<file path="src/rtl/serial_pkg.sv">
// Shared types, constants and helpers for the serial_tx line transmitter.
// Build option: SERIAL_TX_PARITY_EN adds one even-parity bit to every frame.
package serial_pkg;

   typedef enum logic [2:0] {
      IDLE   = 3'd0,
      START  = 3'd1,
      DATA   = 3'd2,
`ifdef SERIAL_TX_PARITY_EN
      PARITY = 3'd3,
`endif
      STOP   = 3'd4
   } tx_state_t;

   localparam logic IDLE_LEVEL = 1'b1;

   // Clocks from load acceptance to the last stop-bit cycle.
   function automatic int unsigned frame_len(input int unsigned width, input int unsigned div);
`ifdef SERIAL_TX_PARITY_EN
      return (width + 32'd3) * div;
`else
      return (width + 32'd2) * div;
`endif
   endfunction

   function automatic logic even_parity(input logic [31:0] word);
      return ^word;
   endfunction

endpackage

</file>
<file path="src/rtl/serial_tx_bit_timer.sv">
// Bit-period timer for serial_tx: counts DIV clocks per serial bit and flags
// the last clock of each bit with a registered one-cycle tick.
module bit_timer
   import serial_pkg::*;
#(
   parameter int DIV = 4
) (
   input  logic c,
   input  logic rn,
   input  logic clear,
   input  logic en,
   output logic tick
);

   localparam int            CW   = (DIV > 1) ? $clog2(DIV) : 1;
   localparam logic [CW-1:0] LAST = CW'(DIV - 1);
   localparam logic [CW-1:0] ONE  = CW'(1);
   localparam logic [CW-1:0] ZERO = CW'(0);

   logic [CW-1:0] cnt_r;
   logic [CW-1:0] cnt_next_s;
   logic          tick_r;

   // Next divider count: restart on frame start, wrap after the last clock of a bit.
   always_comb begin
      cnt_next_s = cnt_r;
      if (clear) begin
         cnt_next_s = ZERO;
      end else if (en) begin
         if (cnt_r == LAST) begin
            cnt_next_s = ZERO;
         end else begin
            cnt_next_s = cnt_r + ONE;
         end
      end else begin
         cnt_next_s = cnt_r;
      end
   end

   // Counter and tick registers; tick is high while the count sits on the last clock.
   always_ff @(posedge c or negedge rn) begin
      if (!rn) begin
         cnt_r  <= ZERO;
         tick_r <= 1'b0;
      end else begin
         cnt_r  <= cnt_next_s;
         tick_r <= (cnt_next_s == LAST);
      end
   end

   assign tick = tick_r;

endmodule

</file>
<file path="src/rtl/serial_tx.sv">
// Parallel-to-serial line transmitter: start bit, data LSB first, optional even
// parity (SERIAL_TX_PARITY_EN), stop bit; every bit held for DIV clocks.
module serial_tx
   import serial_pkg::*;
#(
   parameter int WIDTH = 8,
   parameter int DIV   = 4
) (
   input  logic             c,
   input  logic             rn,
   input  logic [WIDTH-1:0] d,
   input  logic             load,
   output logic             ready,
   output logic             busy,
   output logic             done,
   output logic             q,
   output logic             qn
);

   localparam int            BW       = (WIDTH > 1) ? $clog2(WIDTH) : 1;
   localparam logic [BW-1:0] LAST_BIT = BW'(WIDTH - 1);
   localparam logic [BW-1:0] BIT_ONE  = BW'(1);
   localparam logic [BW-1:0] BIT_ZERO = BW'(0);

   tx_state_t        state_r;
   logic [WIDTH-1:0] shift_r;
   logic [WIDTH-1:0] shift_dn_s;
   logic [BW-1:0]    bit_idx_r;
   logic             q_r;
   logic             qn_r;
   logic             ready_r;
   logic             busy_r;
   logic             done_r;
   logic             accept_s;
   logic             tick_s;
`ifdef SERIAL_TX_PARITY_EN
   logic             parity_r;
`endif

   assign accept_s   = load && ready_r;
   assign shift_dn_s = shift_r >> 1;

   bit_timer #(
      .DIV(DIV)
   ) u_bit_timer (
      .c    (c),
      .rn   (rn),
      .clear(accept_s),
      .en   (busy_r),
      .tick (tick_s)
   );

   // Frame sequencer; every output is registered and set from the state being entered.
   always_ff @(posedge c or negedge rn) begin
      if (!rn) begin
         state_r   <= IDLE;
         shift_r   <= {WIDTH{1'b0}};
         bit_idx_r <= BIT_ZERO;
         q_r       <= IDLE_LEVEL;
         qn_r      <= ~IDLE_LEVEL;
         ready_r   <= 1'b1;
         busy_r    <= 1'b0;
         done_r    <= 1'b0;
`ifdef SERIAL_TX_PARITY_EN
         parity_r  <= 1'b0;
`endif
      end else begin
         done_r <= 1'b0;
         case (state_r)
            IDLE: begin
               if (accept_s) begin
                  state_r   <= START;
                  shift_r   <= d;
                  bit_idx_r <= BIT_ZERO;
`ifdef SERIAL_TX_PARITY_EN
                  parity_r  <= even_parity(32'(d));
`endif
                  q_r       <= 1'b0;
                  qn_r      <= 1'b1;
                  ready_r   <= 1'b0;
                  busy_r    <= 1'b1;
               end
            end
            START: begin
               if (tick_s) begin
                  state_r <= DATA;
                  q_r     <= shift_r[0];
                  qn_r    <= ~shift_r[0];
               end
            end
            DATA: begin
               if (tick_s) begin
                  if (bit_idx_r == LAST_BIT) begin
`ifdef SERIAL_TX_PARITY_EN
                     state_r <= PARITY;
                     q_r     <= parity_r;
                     qn_r    <= ~parity_r;
`else
                     state_r <= STOP;
                     q_r     <= IDLE_LEVEL;
                     qn_r    <= ~IDLE_LEVEL;
`endif
                  end else begin
                     bit_idx_r <= bit_idx_r + BIT_ONE;
                     shift_r   <= shift_dn_s;
                     q_r       <= shift_dn_s[0];
                     qn_r      <= ~shift_dn_s[0];
                  end
               end
            end
`ifdef SERIAL_TX_PARITY_EN
            PARITY: begin
               if (tick_s) begin
                  state_r <= STOP;
                  q_r     <= IDLE_LEVEL;
                  qn_r    <= ~IDLE_LEVEL;
               end
            end
`endif
            STOP: begin
               // The line already sits at the idle level, so only the handshake changes.
               if (tick_s) begin
                  state_r <= IDLE;
                  ready_r <= 1'b1;
                  busy_r  <= 1'b0;
                  done_r  <= 1'b1;
               end
            end
            default: begin
               state_r <= IDLE;
               q_r     <= IDLE_LEVEL;
               qn_r    <= ~IDLE_LEVEL;
               ready_r <= 1'b1;
               busy_r  <= 1'b0;
            end
         endcase
      end
   end

   assign ready = ready_r;
   assign busy  = busy_r;
   assign done  = done_r;
   assign q     = q_r;
   assign qn    = qn_r;

endmodule
</file>
<file path="config.mk">
export PLATFORM = sky130hd
export DESIGN_NAME = serial_tx
export DESIGN_NICKNAME = d
export VERILOG_FILES = /design/src/rtl/serial_pkg.sv /design/src/rtl/serial_tx_bit_timer.sv /design/src/rtl/serial_tx.sv
export SDC_FILE = /design/constraint.sdc
export NUM_CORES = 1
export LEC_CHECK = 0
export CAP_MARGIN = 25
export CORE_UTILIZATION = 40
export DETAILED_ROUTE_END_ITERATION = 12
export DONT_BUFFER_PORTS = 1
export PLACE_DENSITY = 0.55
export REMOVE_ABC_BUFFERS = 1
export SLEW_MARGIN = 25
export SYNTH_ARGS = -nofsm -noshare
export SYNTH_HDL_FRONTEND = slang
export SYNTH_HIERARCHICAL = 1
export SYNTH_SLANG_ARGS = --single-unit
</file>
<file path="constraint.sdc">
create_clock -name c -period 4.8 [get_ports c]
set_input_delay 0.48 -clock c [delete_from_list [all_inputs] [get_ports c]]
set_output_delay 0.48 -clock c [all_outputs]
set_load 0.01 [all_outputs]
</file>
==> run_results.csv <==
group,metric,value,unit
outcome,outcome,"finished, final reports clean",
synthesis,synth_async_sr_flop_share,100,%
cells_and_area,layout.nets,121,
setup_path,startpoint_type,"flop",
placement,pre_cts_ws,2.54,ns
detailed_routing,drt_iter0_markers,24,
global_route,grt_pass1_vias,736,
global_route,overflow,0,
sta,setup_tns,0,ns
sta,finClkSkew,0.00711,ns
placement,port_buffers,0,
detailed_routing,first_pass_iters,4,
sta,final_period_minus_worst_setup_slack,2.25,ns
sta,hold_viol_final,0,
setup_path,crit_arrival,2.50,ns
flow_run,cap_viol_max_count,0,
cells_and_area,layout_commonest_cell,"dfrtp_1",
setup_path,crit_buf_inv,1,
floorplanning,start_util,41.9,%
setup_path,slowest_delay,0.93,ns
setup_path,cp-end-kind,"flop",
power_and_ir_drop,peakVddDrop,142,uV
sta,max_slew_margin,42.5,%
cts,htree_levels,1,
synthesis,synth-main-ff-cell,"dfrtp_1",
floorplanning,core-area,2730,um2
setup_path,critPathMaxFanout,24,
placement,dp_hpwl,1.34,mm
cts,clock_path_buffers,2,
detailed_routing,post-route-drc-count,0,
power_and_ir_drop,p_total,0.340,mW
synthesis,yosys_warnings,6,
cts,cts_hold_buf,1,
min_path,hold_path.class,"in -> async",
cells_and_area,fin_cells,137,
cts,cts-resized-gates,0,
placement,numPlacedInstances,132,
global_route,grt_start_max_net_pins,25,
sta,fin_crit_sh,47.0,%
cts,root_buffer,"clkbuf_4",
cells_and_area,final_util,43.9,%
synthesis,yosysUniqueCellTypes,31,
sta,finalSetupViolCount,0,
global_route,grt_pass1_wl,3.39,mm
cts,cts_sinks,22,
synthesis,yosysSeqAreaShare,48.3,%
detailed_routing,routedWlPerCell,13.9,um
cts,cts_tree,"built",
placement,routabilityCongestion,0.675,
sta,rsz0062_at_grt,"no",
detailed_routing,postRouteAntennaNets,0,
floorplanning,dieArea,3080,um2
floorplanning,die_x,55.5,um
sta,worstMarginPinSlew,0.863,ns
power_and_ir_drop,power.density,283,nW/um2
floorplanning,die_h,55.5,um
cells_and_area,diodes,0,
detailed_routing,via_per_inst,5.50,
synthesis,synth_edf_count,0,
setup_path,crit_type,"reg -> reg",
sta,drv_slew,0,
synthesis,ys_ff_latch,22,
sta,timing.fmax,444,MHz
cts,clk_pin_slew,0.12,ns
floorplanning,ios,16,
global_route,grtUsageTotal,14.0,%
cts,clk_latency,0.30,ns
detailed_routing,wl,1.90,mm
power_and_ir_drop,p_leak,0.505,nW
cells_and_area,area_delta_synth_final,4.92,%
cells_and_area,drive_gt1_share,17.9,%
synthesis,synth_area,1140,um2
setup_path,path_delay_family,"flip-flops",
setup_path,crit_chain,"nand3b_1 -> a211oi_2 -> buf_4 -> nor2_1 -> a21oi_2",
cts,cts_buffers,3,
global_route,antenna_found_initial,0,
cts,post-cts-setup-buffer-count,0,
synthesis,syn_area_per_cell,10.6,um2
cells_and_area,mostFrequentLayoutCells,"dfrtp_1 (20), nor2_1 (10), mux2i_1 (9), inv_1 (8)",
setup_path,crit_required,5.04,ns
synthesis,netlist_instances,108,
setup_path,slowest_stage,"dfrtp_1",
sta,setup_ws,2.55,ns
floorplanning,placementRows,19,
detailed_routing,vias,754,
final cells by class:
type	count	area [um2]
Clock buffer	3	22.5
Inverter	8	30.0
Timing Repair Buffer	2	12.5
Sequential cell	22	553
Multi-Input combinational cell	70	514
Clock inverter	1	30.0
Tap cell	31	38.8
Fill cell	256	1530
per-stage QoR:
stage               cell area, um2  hold WS, ns
global route                  1200        0.143
finish                        1200        0.116
detailed placement            1140        0.185
global placement              1140        0.185
CTS                           1210        0.313
floorplan                     1100        0.184
logic make-up after synthesis:
kind of cell	count (synthesis)	synth area share [%]
simple gates	28	14.6
compound gates	27	16.4
mux	11	9.84
xor+xnor	1	0.765
buf+inv	16	6.78
fa+ha+maj	3	3.28
flops	22	48.3
flip-flops by register name, summed over array words and instances (netlist names):
register           cells
qn                     1
state_r                3
bit_idx_r              3
u_bit_timer/tick       1
shift_r                8
u_bit_timer/cnt_r      2
busy                   1
ready                  1
done                   1
q                      1
synthesized netlist by cell type (2+ instances only):
library cell	instances	area, um2
a21oi_2	7	61.3
buf_4	3	22.5
mux2i_1	9	90.1
nor2_1	10	37.5
nor3_1	2	10.0
o21ai_0	6	30.0
inv_1	8	30.0
nand3b_1	4	30.0
dfstp_2	2	52.6
ha_1	3	37.5
buf_2	5	25.0
a21oi_1	7	35.0
dfrtp_1	20	500
nand2_1	2	7.51
nand3_1	3	15.0
mux2_2	2	22.5
final timing paths:
check                                        from                         end  slack [ns]  cells past startpoint
hold / removal                                 rn  u_bit_timer/tick$_DFF_PN0_        0.12                      1
setup reg to reg           state_r[1]$_DFFE_PN0P_      shift_r[1]$_DFFE_PN0P_        2.55                      5
setup / recovery           state_r[1]$_DFFE_PN0P_      shift_r[1]$_DFFE_PN0P_        2.55                      5
hold reg to reg            shift_r[0]$_DFFE_PN0P_      shift_r[0]$_DFFE_PN0P_        0.54                      2
min in group c                               d[7]      shift_r[7]$_DFFE_PN0P_        0.33                      2
max in group asynchronous                      rn               q$_DFFE_PN1P_        4.33                      1
per-layer routing:
metal	track usage (%)	wire length [um]
met1	19.0	917
met2	21.9	902
met3	2.58	68
met4	6.43	17
met5	0	0
power by group:
group / leakage (nW) / internal (mW) / switching [mW] / total (mW)
logic: 0.216 / 0.00391 / 0.00724 / 0.0111
clock network: 0.0279 / 0.0844 / 0.0536 / 0.138
registers: 0.261 / 0.189 / 0.00206 / 0.191
(Power assumes the default switching activity.)
